## src/rtl/rk_word_packer.sv

```systemverilog
// Packs 12-bit PDP-8 words into a 512-byte SD block (high byte first) and unpacks them again.
// Optional build macro RK_PACK_CHECK_EN: flags read bytes whose unused high nibble is non-zero.
module rk_word_packer #(
  parameter int SD_BLOCK_BYTES = 512
) (
  input  logic        clk,
  input  logic        reset,
  input  logic        start,
  input  logic        dir,
  input  logic        half,
  input  logic        abort,
  input  logic [0:11] word_in,
  input  logic        word_in_valid,
  output logic        word_in_ready,
  output logic [0:11] word_out,
  output logic        word_out_valid,
  input  logic        word_out_ready,
  input  logic [7:0]  byte_in,
  input  logic        byte_in_valid,
  output logic        byte_in_ready,
  output logic [7:0]  byte_out,
  output logic        byte_out_valid,
  input  logic        byte_out_ready,
  output logic        busy,
  output logic        done,
  output logic        fmt_err
);

  typedef enum logic [3:0] {
    IDLE, WR_FETCH, WR_HI, WR_LO, WR_PAD, RD_HI, RD_LO, RD_WORD, RD_DRAIN, DONE
  } state_t;

  localparam logic [9:0] BLK = 10'(SD_BLOCK_BYTES);

  state_t      state, state_nxt;
  logic        half_q;
  logic [8:0]  wcnt;
  logic [9:0]  bcnt;
  logic [0:11] wbuf;
  logic [3:0]  hi_nib;

  logic start_acc, wi_hs, wo_hs, bi_hs, bo_hs, wcnt_last, bcnt_last;
  logic [8:0] n_words;

  assign start_acc = (state == IDLE) && start && !abort;
  assign wi_hs     = word_in_valid && word_in_ready;
  assign wo_hs     = word_out_valid && word_out_ready;
  assign bi_hs     = byte_in_valid && byte_in_ready;
  assign bo_hs     = byte_out_valid && byte_out_ready;
  assign n_words   = half_q ? 9'd128 : 9'd256;
  assign wcnt_last = (wcnt + 9'd1) == n_words;
  assign bcnt_last = (bcnt + 10'd1) == BLK;

  always_ff @(posedge clk or negedge reset) begin
    if (!reset) begin
      state    <= IDLE;
      half_q   <= 1'b0;
      wcnt     <= 9'd0;
      bcnt     <= 10'd0;
      word_out <= 12'o0000;
    end else begin
      state <= state_nxt;
      if (start_acc) begin
        half_q <= half;
        wcnt   <= 9'd0;
        bcnt   <= 10'd0;
      end else begin
        if ((bo_hs || bi_hs) && bcnt != BLK)
          bcnt <= bcnt + 10'd1;
        if (wo_hs || (state == WR_LO && bo_hs))
          wcnt <= wcnt + 9'd1;
      end
      if (state == RD_LO && bi_hs)
        word_out <= {hi_nib, byte_in};
    end
  end

  // Word and nibble holding registers carry data only; no reset needed.
  always_ff @(posedge clk) begin
    if (wi_hs)
      wbuf <= word_in;
    if (state == RD_HI && bi_hs)
      hi_nib <= byte_in[3:0];
  end

  always_comb begin
    state_nxt = state;
    if (abort && state != IDLE) begin
      state_nxt = IDLE;
    end else begin
      case (state)
        IDLE:     if (start_acc) state_nxt = dir ? WR_FETCH : RD_HI;
        WR_FETCH: if (wi_hs) state_nxt = WR_HI;
        WR_HI:    if (bo_hs) state_nxt = WR_LO;
        WR_LO:    if (bo_hs) state_nxt = !wcnt_last ? WR_FETCH : (bcnt_last ? DONE : WR_PAD);
        WR_PAD:   if (bo_hs && bcnt_last) state_nxt = DONE;
        RD_HI:    if (bi_hs) state_nxt = RD_LO;
        RD_LO:    if (bi_hs) state_nxt = RD_WORD;
        RD_WORD:  if (wo_hs) state_nxt = !wcnt_last ? RD_HI : ((bcnt == BLK) ? DONE : RD_DRAIN);
        RD_DRAIN: if (bi_hs && bcnt_last) state_nxt = DONE;
        DONE:     state_nxt = IDLE;
        default:  state_nxt = IDLE;
      endcase
    end
  end

  always_comb begin
    word_in_ready  = (state == WR_FETCH);
    byte_out_valid = (state == WR_HI) || (state == WR_LO) || (state == WR_PAD);
    byte_in_ready  = (state == RD_HI) || (state == RD_LO) || (state == RD_DRAIN);
    word_out_valid = (state == RD_WORD);
    busy           = (state != IDLE) && (state != DONE);
    done           = (state == DONE);
    case (state)
      WR_HI:   byte_out = {4'b0000, wbuf[0:3]};
      WR_LO:   byte_out = wbuf[4:11];
      default: byte_out = 8'h00;
    endcase
  end

`ifdef RK_PACK_CHECK_EN
  always_ff @(posedge clk or negedge reset) begin
    if (!reset)
      fmt_err <= 1'b0;
    else if (start_acc)
      fmt_err <= 1'b0;
    else if (state == RD_HI && bi_hs && byte_in[7:4] != 4'h0)
      fmt_err <= 1'b1;
  end
`else
  assign fmt_err = 1'b0;
`endif

endmodule

```

## config.mk

```make
export PLATFORM = sky130hd
export DESIGN_NAME = rk_word_packer
export DESIGN_NICKNAME = d
export VERILOG_FILES = /design/src/rtl/rk_word_packer.sv
export SDC_FILE = /design/constraint.sdc
export NUM_CORES = 1
export LEC_CHECK = 0
export ABC_CLOCK_PERIOD_IN_PS = 5550
export BUFFER_PORTS_ARGS = -buffer_cell sky130_fd_sc_hd__buf_2
export CORE_UTILIZATION = 25
export DETAILED_ROUTE_END_ITERATION = 10
export GPL_TIMING_DRIVEN = 0
export RECOVER_POWER = 100
export SYNTH_ARGS = -nofsm -noshare
export SYNTH_HDL_FRONTEND = slang
export SYNTH_SLANG_ARGS = --single-unit
```

## constraint.sdc

```tcl
create_clock -name clk -period 5.55 [get_ports clk]
set_input_delay 1.11 -clock clk [delete_from_list [all_inputs] [get_ports clk]]
set_output_delay 1.11 -clock clk [all_outputs]
set_load 0.05 [all_outputs]
```

### Yosys cells after proc, flatten, opt, wreduce, memory -nomap -nowiden

Cells that the tools add are included.

| storage, ports and cells | value |
|---|---|
| flip-flop bits (word level) | 52 |
| input port bits | 30 |
| output and inout bits | 27 |

| operators by class | value |
|---|---|
| add/subtract/negate cells | 2 |
| equality and inequality tests | 23 |
| multiplexer cells | 22 |
| reduce and logical (&&, ||, !) cells | 26 |

Operator list:

| operator | number |
|---|---|
| two-way mux 4 bit | 13 |
| case mux 4 bit (9 select lines) | 1 |
| two-way mux 9 bit | 3 |
| equality test 10 bit, second input constant | 2 |
| two-way mux 10 bit | 2 |
| equality test 4 x 3 -> 1 bit, second input constant | 4 |
| case mux 8 bit (2 select lines) | 1 |
| logical AND 1 bit | 14 |
| != test 3 x 2 -> 1 bit, second input constant | 4 |
| adder 10 x 1 -> 10 bit, second input constant | 1 |
| != test 10 bit, second input constant | 1 |
| adder 9 x 1 -> 9 bit, second input constant | 1 |
| equality test 9 bit | 1 |
| != test 3 bit, second input constant | 3 |
| AND reduction 9 bit | 1 |
| equality test 4 x 2 -> 1 bit, second input constant | 2 |
| equality test 4 bit, second input constant | 2 |
| logical OR 1 bit | 6 |
| != test 3 x 1 -> 1 bit, second input constant | 2 |
| equality test 4 x 1 -> 1 bit, second input constant | 1 |
| logical NOT 4 bit | 1 |
| != test 4 bit, second input constant | 1 |
| nonzero test 2 bit | 2 |
| nonzero test 4 bit | 1 |
| other kinds (3) | 3 |

### Logic depth before layout (Yosys ltp)

Gate-level depths: netlist of the first run.

| depth | value |
|---|---|
| depth in word-level cells | 8 |
| depth in mapped cells | 8 |
| gate-level depth less buffers | 7 |

### Worst setup path before layout of the first run

Ideal clock, no wire load.

| timing path | value |
|---|---|
| kind | register -> output |
| start point | register state[0] |
| end point | output port byte_out[0] |
| arrival | 1.941 ns |
| setup slack | 2.499 ns |
| cell stages (with the launch flop) | 6 |
| path buffers | 3 |
| cell sequence | dfrtp_1 clkbuf_1 clkbuf_1 buf_1 mux2i_1 nor2_1 |

| on the way | value |
|---|---|
| longest elaborated chain between the ends | 2 |
| elaborated cells between the ends (all ways) | 3 |

Ends and longest elaborated chain:

| item | RTL line | RTL |
|---|---|---|
| start: declaration | 35 | `state_t state, state_nxt;` |
| start signal: assignment | 62 | `state <= state_nxt;` |
| equality test 4 x 2 -> 1 bit | 114 | `case (state)` |
| case mux 8 bit (2 select lines) (*) | 114 |  |
| end: declaration | 21 | `output logic [7:0] byte_out,` |

Mark *: on every way between the ends. The rest lies on a longest branch, timed or not.

### Worst setup path after layout of the first run

| timing path | value |
|---|---|
| start point | register state[0] |
| end point | output port byte_out[1] |

The elaborated chain is that of the path after synthesis.

==> reports/metrics.csv, run 1 <==
stage;metric;value;unit
synth;synthesis.area;2915;µm²
setup_path;cpPeakStageDelay;0.49;ns
synth;synth_edf_count;16;
placement;postPlaceCellArea;3369;µm²
routing;route.antenna.remaining_nets;0;
power_and_ir_drop;comb_power_share;0.463;
grt;antenna_found_initial;0;
power_and_ir_drop;power_switching;0.0007641;W
sta;fmax;270.5;MHz
power_and_ir_drop;power.density;474.7;nW/µm²
routing;wirelength;7168;µm
grt;grt_max_degree;37;
clock_tree;post-cts-setup-buffer-count;0;
grt;grt_overflow;0;
layout;nNetsFinal;395;
grt;grt_pass1_wl;11440;µm
outcome;failed_checks;max-capacitance violations, max-slew violations;
placement;port_buffers;55;
synth;synth_area_leaders;dfrtp_1, edfxtp_1, mux2_2;
power_and_ir_drop;p_leak;1.365;nW
sta;finalMaxSlewViolations;37;
layout;syn_to_final_growth;18.58;%
sta;skew;0.004362;ns
clock_tree;htreeDepth;2;
clock_tree;cts_tree;built;
synth;yosysTopAreaCell;dfrtp_1;
clock_tree;cts_resized;0;
synth;syn-num-nets;333;
clock_tree;clk_pin_slew;0.07;ns
routing;wire_per_inst;14.17;µm
sta;worst_pin_slew;2.059;ns
clock_tree;cts-root-buf;clkbuf_16;
worst_hold_path;hold_class;flop to flop;
power_and_ir_drop;p_sw_frac;0.4657;
synth;synth_top_area_frac;0.3090;
clock_tree;clock-sinks;52;
grt;grtUsageTotal;0.1232;
sta;fin_crit;3.696;ns
routing;dr.pass1.iters;4;
synth;yosys_register_bits;52;
power_and_ir_drop;intPower;0.0008768;W
die;ios;57;
sta;period_share;0.6660;
sta;finalHoldViolations;0;
synth;yosys.cell_count.top_type;dfrtp_1;
clock_tree;ctsHoldBuffers;0;
synth;ys_seq_area_frac;0.4738;
clock_tree;cts_buffer_depth;2;
layout;drive_gt1_frac;0.1653;
synth;synthCells;300;
synth;synth-main-ff-cell;dfrtp_1;
synth;syn_avg_cell_area;9.718;µm²
setup_path;critical_path_required;4.44;ns
layout;utilization;0.3041;
routing;via_count;2471;
layout;antennaDiodeCount;0;
die;die_x;110.0;µm
power_and_ir_drop;ir_worst_vdd;0.2429;mV
job;maxCapViolCount;1;
setup_path;worstSetupEndpointType;output pin;
setup_path;path_cells;clkbuf_1 > clkbuf_1 > clkbuf_1 > mux2i_1 > nor2_1 > clkbuf_1;
sta;slew_headroom;-0.3725;
layout;final_cells;506;
sta;fin_ws;1.854;ns
power_and_ir_drop;seqPwrFrac;0.348;
setup_path;crit_family;buffers and inverters;
die;fp-row-count;39;
placement;place_ws;2.388;ns
sta;finalSetupViolCount;0;
setup_path;crit_top_cell;clkbuf_1;
die;die_height;110.0;µm
synth;yosys_warnings;0;
power_and_ir_drop;pwr-share-clk;0.190;
layout;finalInstanceArea;3457;µm²
grt;grt_pass1_vias;2401;
clock_tree;numCtsBuffers;5;
setup_path;startpoint_type;flop;
setup_path;cp_num_buf_inv;4;
outcome;status;finished, violations left;
sta;tns;0;ns
placement;gp_congestion;0.8210;
clock_tree;clkLatencyLatePin;0.30;ns
placement;hpwlAfterDp;5192;µm
die;start_util;0.2564;
synth;ys_types;56;
placement;dp.cells;498;
setup_path;crit_fanout;10;
setup_path;critPathSlowestCell;clkbuf_1;
routing;drt-vias-per-instance;4.883;
sta;grt_setup_unrepaired;false;
setup_path;cp.arrival;2.59;ns
routing;drc_errors;0;
setup_path;critPathKind;flop to output pin;
synth;postSynth.asyncResetShare;0.6923;
synth;synthTopCellsByCount;dfrtp_1, o21ai_0, nand2_1;
die;core_area;11370;µm²
routing;first_iter_violations;187;
die;die-area;12100;µm²
[routing by layer]
metal / routed length [µm] / part of all wire / GRT usage
met3: 319 / 0.045 / 0.02939
met1: 3468 / 0.48 / 0.1664
met2: 3290 / 0.46 / 0.1942
met5: 0 / 0 / 0
met4: 89 / 0.012 / 0.03714
[metrics by stage]
step	hold WS [ns]	total power, W
after global routing	0.5067	0.001754
after detailed placement	0.4729	0.001370
final	0.4799	0.001641
after global placement	0.4576	0.001350
after CTS	0.4887	0.001688
after floorplan	0.4539	0.001169
[power by group through the flow]
stage	Sequential (W)	Clock [W]	Combinational, W
2_1_floorplan	0.000666	0	0.000502
3_5_place_dp	0.000576	0	0.000794
6_report	0.000570	0.000311	0.000759
3_3_place_gp	0.000572	0	0.000778
4_1_cts	0.000569	0.000322	0.000797
5_1_grt	0.000585	0.000338	0.000831
[layout by cell type (no fill, tap or decap), drive strengths merged, types with 2 or more instances in the layout]
| cell type | n |
|---|---|
| a211o | 2 |
| nor3b | 3 |
| a21oi | 19 |
| inv | 14 |
| nand3 | 6 |
| nor3 | 10 |
| nor4 | 7 |
| edfxtp | 16 |
| and3 | 6 |
| nand2b | 5 |
| nand3b | 3 |
| nand2 | 26 |
| nor2b | 5 |
| a32oi | 2 |
| mux2i | 8 |
| o41ai | 2 |
| mux2 | 13 |
| or3 | 2 |
| o21a | 2 |
| o22ai | 2 |
| nand4 | 6 |
| xnor2 | 2 |
| o21ai | 27 |
| and2 | 7 |
| a31oi | 3 |
| buf | 32 |
| clkinv | 2 |
| o31ai | 6 |
| ha | 3 |
| clkbuf | 45 |
| or3b | 2 |
| dfrtp | 36 |
| nor2 | 22 |
| a211oi | 2 |
[flip-flops by register name, summed over array words and instances, names as in the netlist]
name / flops
bcnt: 10
half_q: 1
hi_nib: 4
state: 4
wbuf: 12
wcnt: 9
word_out: 12
[final timing paths]
path	to	cells after the start	start	slack, ns
setup / recovery	byte_out[1]	6	state[0]	1.85
hold / removal	word_out[3]	1	hi_nib[0]	0.48
setup reg to reg	state[0]	6	bcnt[6]	2.75
hold reg to reg	word_out[3]	1	hi_nib[0]	0.48
max in group asynchronous	state[2]	1	reset	2.98
min in group asynchronous	word_out[7]	1	reset	1.40
[cell type report]
cell class	count	area, µm²
Buffer	17	70.07
Clock buffer	5	125.1
Clock inverter	3	17.52
Fill cell	1199	7913
Inverter	13	48.80
Multi-Input combinational cell	218	1394
Sequential cell	52	1381
Tap cell	143	178.9
Timing Repair Buffer	55	241.5
[logic make-up after synthesis]
kind of cell,synth area share
DFF,0.4738
buffers and inverters,0.04120
muxes,0.07768
AOI/OAI and AO/OA,0.1614
other,0.001286
adders and majority gates,0.01288
xor gates and xnor gates,0.009015
and+or+nand+nor,0.2228
Note: power is estimated with default switching activity, not from simulation.
==> inputs of run 2 (changes only) <==
--- a/config.mk
+++ b/config.mk
@@ -5,7 +5,8 @@
 export SDC_FILE = /design/constraint.sdc
 export NUM_CORES = 1
 export LEC_CHECK = 0
-export ABC_CLOCK_PERIOD_IN_PS = 5550
+export ABC_AREA = 1
+export ABC_CLOCK_PERIOD_IN_PS = 3490
 export BUFFER_PORTS_ARGS = -buffer_cell sky130_fd_sc_hd__buf_2
 export CORE_UTILIZATION = 25
 export DETAILED_ROUTE_END_ITERATION = 10
==> constraint.sdc (replaced) <==
create_clock -name clk -period 3.49 [get_ports clk]
set_input_delay 0.698 -clock clk [delete_from_list [all_inputs] [get_ports clk]]
set_output_delay 0.698 -clock clk [all_outputs]
set_load 0.05 [all_outputs]
==> reports/metrics.csv, run 2 <==
stage;metric;value;unit;change
synth;postSynth.asyncResetShare;0.6923;;unchanged
die;start_util;0.2562;;about the same
power_and_ir_drop;p_leak;1.478;nW;+8.3%
placement;place_ws;1.306;ns;-1.081 ns
sta;slew_headroom;-0.3564;;+0.01604
layout;regArea;1381;µm²;unchanged
setup_path;path_cells;inv_1 > nand2_4 > nor2_1 > a22o_1 > buf_2;;
job;maxCapViolCount;2;;+1
synth;synth_top_area_frac;0.3243;;+0.01531
routing;route.met3.wl;412;µm;+29%
layout;nNetsFinal;418;;+5.8%
sta;fmax;356.3;MHz;
synth;syn_avg_cell_area;8.600;µm²;-12%
placement;port_buffers;55;;unchanged
sta;fin_crit;2.807;ns;
die;core_area;10840;µm²;-4.7%
clock_tree;ctsHoldBuffers;0;;unchanged
routing;first_iter_violations;82;;-56%
synth;synthTopCellsByCount;nand2_1, inv_1, dfrtp_1;;
sta;finalSetupViolCount;0;;unchanged
routing;wire_per_inst;12.06;µm;-15%
power_and_ir_drop;fin_total_pwr;0.002737;W;+67%
synth;yosysTopAreaCell;dfrtp_1;;
worst_hold_path;hold_class;flop to flop;;
synth;synth-main-ff-cell;dfrtp_1;;
die;die_height;107.4;µm;-2.3%
routing;via_count;2382;;-3.6%
layout;syn_to_final_growth;17.07;%;
clock_tree;cts_tree;built;;
setup_path;cpPeakStageDelay;0.61;ns;+0.12 ns
die;die_x;107.4;µm;-2.3%
placement;hpwlAfterDp;4769;µm;-8.1%
synth;ys_types;33;;-41%
power_and_ir_drop;power.density;841.8;nW/µm²;+77%
layout;layout_common_cells;nand2_1, inv_1, dfrtp_1;;
setup_path;worstSetupEndpointType;output pin;;
placement;postPlaceCellArea;3233;µm²;-4.0%
routing;drt-vias-per-instance;4.529;;-7.3%
grt;grt_overflow;0;;unchanged
layout;reg.largest.list;wbuf (12), word_out (12), bcnt (10);;
clock_tree;clk_pin_slew;0.10;ns;+0.03 ns
die;fp-row-count;38;;-2.6%
worst_hold_path;hold_path_depth;1;;unchanged
layout;final_cells;526;;+4.0%
routing;routed.top_layer;met4;;
synth;yosys.cell_count.top_type;nand2_1;;
layout;multi_input_area;1162;µm²;-17%
routing;met1_length;2964;µm;-15%
setup_path;critPathSlowestCell;nor2_1;;
synth;synth_edf_count;16;;unchanged
synth;yosys_warnings;0;;unchanged
sta;grt_setup_unrepaired;false;;
grt;antenna_found_initial;0;;unchanged
sta;period_share;0.8043;;
setup_path;rrSetupSlack;1.12;ns;-1.63 ns
sta;finalHoldViolations;0;;unchanged
worst_hold_path;holdPathEnd;word_out[2];;
sta;skew;0.01058;ns;+0.006221 ns
setup_path;reg2reg_depth;11;;+5
routing;drc_errors;0;;unchanged
clock_tree;numCtsBuffers;5;;unchanged
setup_path;critPathKind;flop to output pin;;
grt;grt_pass1_wl;10470;µm;-8.4%
outcome;status;finished, violations left;;
outcome;failed_checks;max-capacitance violations, max-slew violations;;
grt;grt_pass1_vias;2221;;-7.5%
setup_path;reg2reg_from;state[2];;
power_and_ir_drop;ir_worst_vdd;0.3522;mV;+45%
layout;drive_gt1_frac;0.1917;;+0.02642
routing;wirelength;6341;µm;-12%
die;ios;57;;unchanged
clock_tree;cts_resized;0;;unchanged
layout;n_fill_cell;1192;;-0.58%
sta;worst_pin_slew;2.035;ns;-0.02407 ns
setup_path;worstReg2RegEnd;bcnt[9];;
synth;synth_area_leaders;dfrtp_1, edfxtp_1, nand2_1;;
routing;dr_wl_met2;2908;µm;-12%
clock_tree;cts_buffer_depth;2;;unchanged
synth;yosys_register_bits;52;;unchanged
clock_tree;clock-sinks;52;;unchanged
grt;grtUsageTotal;0.1170;;-0.006186
routing;route.antenna.remaining_nets;0;;unchanged
grt;grt_max_degree;37;;unchanged
setup_path;crit_fanout;9;;-1
sta;tns;0;ns;unchanged
synth;synthCells;323;;+7.7%
clock_tree;htreeDepth;2;;unchanged
clock_tree;clkLatencyLatePin;0.31;ns;about the same
synth;syn-num-nets;356;;+6.9%
worst_hold_path;hp-start;hi_nib[1];;
sta;finalMaxSlewViolations;37;;unchanged
routing;dr.pass1.iters;4;;unchanged
sta;fin_ws;0.6831;ns;-1.170 ns
layout;antennaDiodeCount;0;;unchanged
setup_path;startpoint_type;flop;;
placement;dp.cells;518;;+4.0%
layout;final_common_cell;nand2_1;;
setup_path;critical_path_required;2.79;ns;-1.65 ns
synth;synthesis.area;2778;µm²;-4.7%
clock_tree;post-cts-setup-buffer-count;0;;unchanged
clock_tree;cts-root-buf;clkbuf_8;;
placement;gp_congestion;0.8454;;+3.0%
setup_path;cp.arrival;2.11;ns;-0.48 ns
synth;ys_seq_area_frac;0.4973;;+0.02348
die;die-area;11540;µm²;-4.6%
layout;finalInstanceArea;3252;µm²;-5.9%
==> run 2: layout make-up <==
cell class | instances | area share
clock buffers | 6 | 0.02539
inverters | 46 | 0.05425
well taps | 140 | 0.05387
multi-input cells | 223 | 0.3574
repair buffers | 55 | 0.07618
flip-flops and latches | 52 | 0.4248
clock inverters | 2 | 0.004617
plain buffers | 2 | 0.003463
==> run 2: layer usage <==
layer / vias to the layer above / track usage
li1: 1183 / -
met1: 1115 / 0.1519
met2: 78 / 0.1922
met3: 6 / 0.03027
met4: 0 / 0.03131
met5: - / 0
==> run 2: how the worst max path moves through the flow <==
stage	start	end	slack, ns
finish	state[2]	byte_out[2]	0.68
global placement	word_in_valid	wbuf[11]	1.07
CTS	state[3]	byte_out[3]	0.95
global route	state[2]	byte_out[7]	0.48
floorplan	state[0]	busy	0.41
detailed placement	state[3]	byte_out[3]	1.31
==> run 2: cell families after synthesis <==
kind of cell | Yosys count | synth area share
simple gates | 161 | 0.2716
compound gates | 44 | 0.09234
flops | 52 | 0.4973
xor+xnor | 1 | 0.003154
buf+inv | 48 | 0.06802
mux | 13 | 0.05270
fa+ha+maj | 3 | 0.01351
other cells | 1 | 0.001350
==> run 2: worst max-delay path: cells and delay by family, from the launching register on <==
| kind | cells | cell delay [ns] |
|---|---|---|
| buffers and inverters | 2 | 0.39 |
| AO/OA/AOI/OAI | 1 | 0.27 |
| AND/OR/NAND/NOR | 2 | 0.71 |
| flip-flops | 1 | 0.43 |
==> run 2: power breakdown <==
group          switching [W]  internal, W  total (W)
Clock               0.000210     0.000161   0.000372
Combinational        0.00101     0.000356    0.00137
Sequential          0.000161     0.000838   0.000999
==> run 2: stage by stage <==
| step | hold slack [ns] | utilization |
|---|---|---|
| floorplan | 0.4024 | - |
| global placement | 0.4628 | 0.2978 |
| detailed placement | 0.4668 | 0.2982 |
| CTS | 0.4914 | 0.3072 |
| global route | 0.5043 | 0.3000 |
| finish | 0.4842 | 0.3000 |
==> inputs of run 3 (changes only) <==
--- a/config.mk
+++ b/config.mk
@@ -6,7 +6,7 @@
 export NUM_CORES = 1
 export LEC_CHECK = 0
 export ABC_AREA = 1
-export ABC_CLOCK_PERIOD_IN_PS = 3490
+export ABC_CLOCK_PERIOD_IN_PS = 2700
 export BUFFER_PORTS_ARGS = -buffer_cell sky130_fd_sc_hd__buf_2
 export CORE_UTILIZATION = 25
 export DETAILED_ROUTE_END_ITERATION = 10
==> constraint.sdc (replaced) <==
create_clock -name clk -period 2.7 [get_ports clk]
set_input_delay 0.54 -clock clk [delete_from_list [all_inputs] [get_ports clk]]
set_output_delay 0.54 -clock clk [all_outputs]
set_load 0.05 [all_outputs]
==> reports/metrics.csv, run 3 (same netlist as run 2, synthesis figures left out) <==
stage;metric;value;unit;change
clock_tree;clock-sinks;52;;unchanged
die;start_util;0.2562;;unchanged
power_and_ir_drop;power.density;1108;nW/µm²;+32%
outcome;failed_checks;max-capacitance violations, max-slew violations;;
clock_tree;htreeDepth;2;;unchanged
sta;slew_headroom;-0.3501;;+0.006281
sta;tns;0;ns;unchanged
layout;utilization;0.3038;;+0.003809
layout;multi_input_area;1185;µm²;+1.9%
placement;gp_congestion;0.8529;;+0.89%
layout;drive_gt1_frac;0.2098;;+0.01813
sta;fmax;408.0;MHz;
sta;finalMaxSlewViolations;37;;unchanged
outcome;status;finished, violations left;;
grt;grt_max_degree;37;;unchanged
layout;finalInstanceArea;3293;µm²;+1.3%
layout;syn_to_final_growth;18.56;%;
sta;grt_setup_unrepaired;false;;
sta;worst_pin_slew;2.025;ns;-0.009421 ns
setup_path;crit_fanout;9;;unchanged
grt;grtUsageTotal;0.1118;;-0.005141
die;die_height;107.4;µm;unchanged
die;die_x;107.4;µm;unchanged
routing;via_count;2344;;-1.6%
layout;layout_common_cells;nand2_1, inv_1, dfrtp_1;;
routing;first_iter_violations;102;;+24%
routing;drc_errors;0;;unchanged
placement;port_buffers;55;;unchanged
setup_path;startpoint_type;flop;;
clock_tree;numCtsBuffers;5;;unchanged
layout;nNetsFinal;418;;unchanged
die;fp-row-count;38;;unchanged
worst_hold_path;hold_class;input port to flop;;
routing;wirelength;6171;µm;-2.7%
die;die-area;11540;µm²;unchanged
clock_tree;post-cts-setup-buffer-count;0;;unchanged
clock_tree;clk_pin_slew;0.10;ns;about the same
clock_tree;cts_tree;built;;
placement;hpwlAfterDp;4704;µm;-1.4%
grt;grt_overflow;0;;unchanged
grt;grt_pass1_vias;2230;;+0.41%
layout;n_fill_cell;1187;;-0.42%
setup_path;cp.arrival;1.91;ns;-0.20 ns
clock_tree;cts_buffer_depth;2;;unchanged
die;ios;57;;unchanged
clock_tree;clkLatencyLatePin;0.31;ns;about the same
layout;final_common_cell;nand2_1;;
routing;dr.pass1.iters;5;;+1
sta;period_share;0.9079;;
setup_path;critical_path_required;2.16;ns;-0.63 ns
sta;skew;0.01276;ns;+0.002176 ns
die;core_area;10840;µm²;unchanged
layout;regArea;1381;µm²;unchanged
power_and_ir_drop;p_leak;1.498;nW;+1.4%
grt;grt_pass1_wl;10120;µm;-3.4%
job;maxCapViolCount;1;;-1
sta;finalHoldViolations;0;;unchanged
clock_tree;ctsHoldBuffers;0;;unchanged
power_and_ir_drop;ir_worst_vdd;0.4521;mV;+28%
setup_path;worstSetupEndpointType;output pin;;
placement;postPlaceCellArea;3238;µm²;+0.15%
routing;wire_per_inst;11.73;µm;-2.7%
layout;reg.largest.list;wbuf (12), word_out (12), bcnt (10);;
clock_tree;cts_resized;0;;unchanged
layout;antennaDiodeCount;0;;unchanged
sta;fin_crit;2.451;ns;
routing;drt-vias-per-instance;4.456;;-1.6%
clock_tree;cts-root-buf;clkbuf_8;;
grt;antenna_found_initial;0;;unchanged
routing;route.antenna.remaining_nets;0;;unchanged
setup_path;critPathKind;flop to output pin;;
sta;finalSetupViolCount;0;;unchanged
-- run 3: final cells by class --
type,count,share of cell area
Clock buffer,5,0.02090
Timing Repair Buffer,55,0.07675
Tap cell,140,0.05319
Clock inverter,3,0.01292
Multi-Input combinational cell,223,0.3598
Inverter,46,0.05357
Sequential cell,52,0.4195
Buffer,2,0.003419
-- run 3: critical path: stages (launching register included) --
cell,delay (ns)
dfrtp_1,0.43
inv_1,0.16
nand2_4,0.12
nor2_2,0.38
a22o_1,0.23
clkbuf_2,0.27
-- run 3: power by group --
group	total [W]	switching (W)	internal, W
clock network	0.000552	0.000277	0.000275
logic	0.00180	0.00133	0.000476
registers	0.00129	0.000211	0.00108
total	0.00365	0.00182	0.00183
-- run 3: worst paths after layout --
path	start	to	slack [ns]	cells past startpoint
hold reg to reg	hi_nib[3]	word_out[0]	0.49	1
setup / recovery	state[2]	byte_out[2]	0.25	5
min in group asynchronous	reset	bcnt[7]	0.79	1
hold / removal	word_in[11]	wbuf[11]	0.39	1
setup reg to reg	state[2]	bcnt[1]	0.53	11
max in group asynchronous	reset	wcnt[8]	0.74	1
-- run 3: layer usage --
metal | track usage | vias up | wire (µm)
met2 | 0.1871 | 68 | 2747
li1 | - | 1183 | -
met4 | 0.02838 | 0 | 66
met5 | 0 | - | 0
met3 | 0.03692 | 9 | 452
met1 | 0.1381 | 1084 | 2904
-- run 3: through the flow --
step | hold WS [ns] | worst slack [ns] | total power (W) | instances
6_report | 0.3911 | 0.2488 | 0.003650 | 526
2_1_floorplan | 0.2444 | 0.3520 | 0.002752 | 323
3_5_place_dp | 0.4703 | 0.6618 | 0.003201 | 518
5_1_grt | 0.3821 | 0.1309 | 0.003914 | 526
3_3_place_gp | 0.4604 | 0.3282 | 0.003154 | 518
4_1_cts | 0.3646 | 0.3058 | 0.003758 | 526
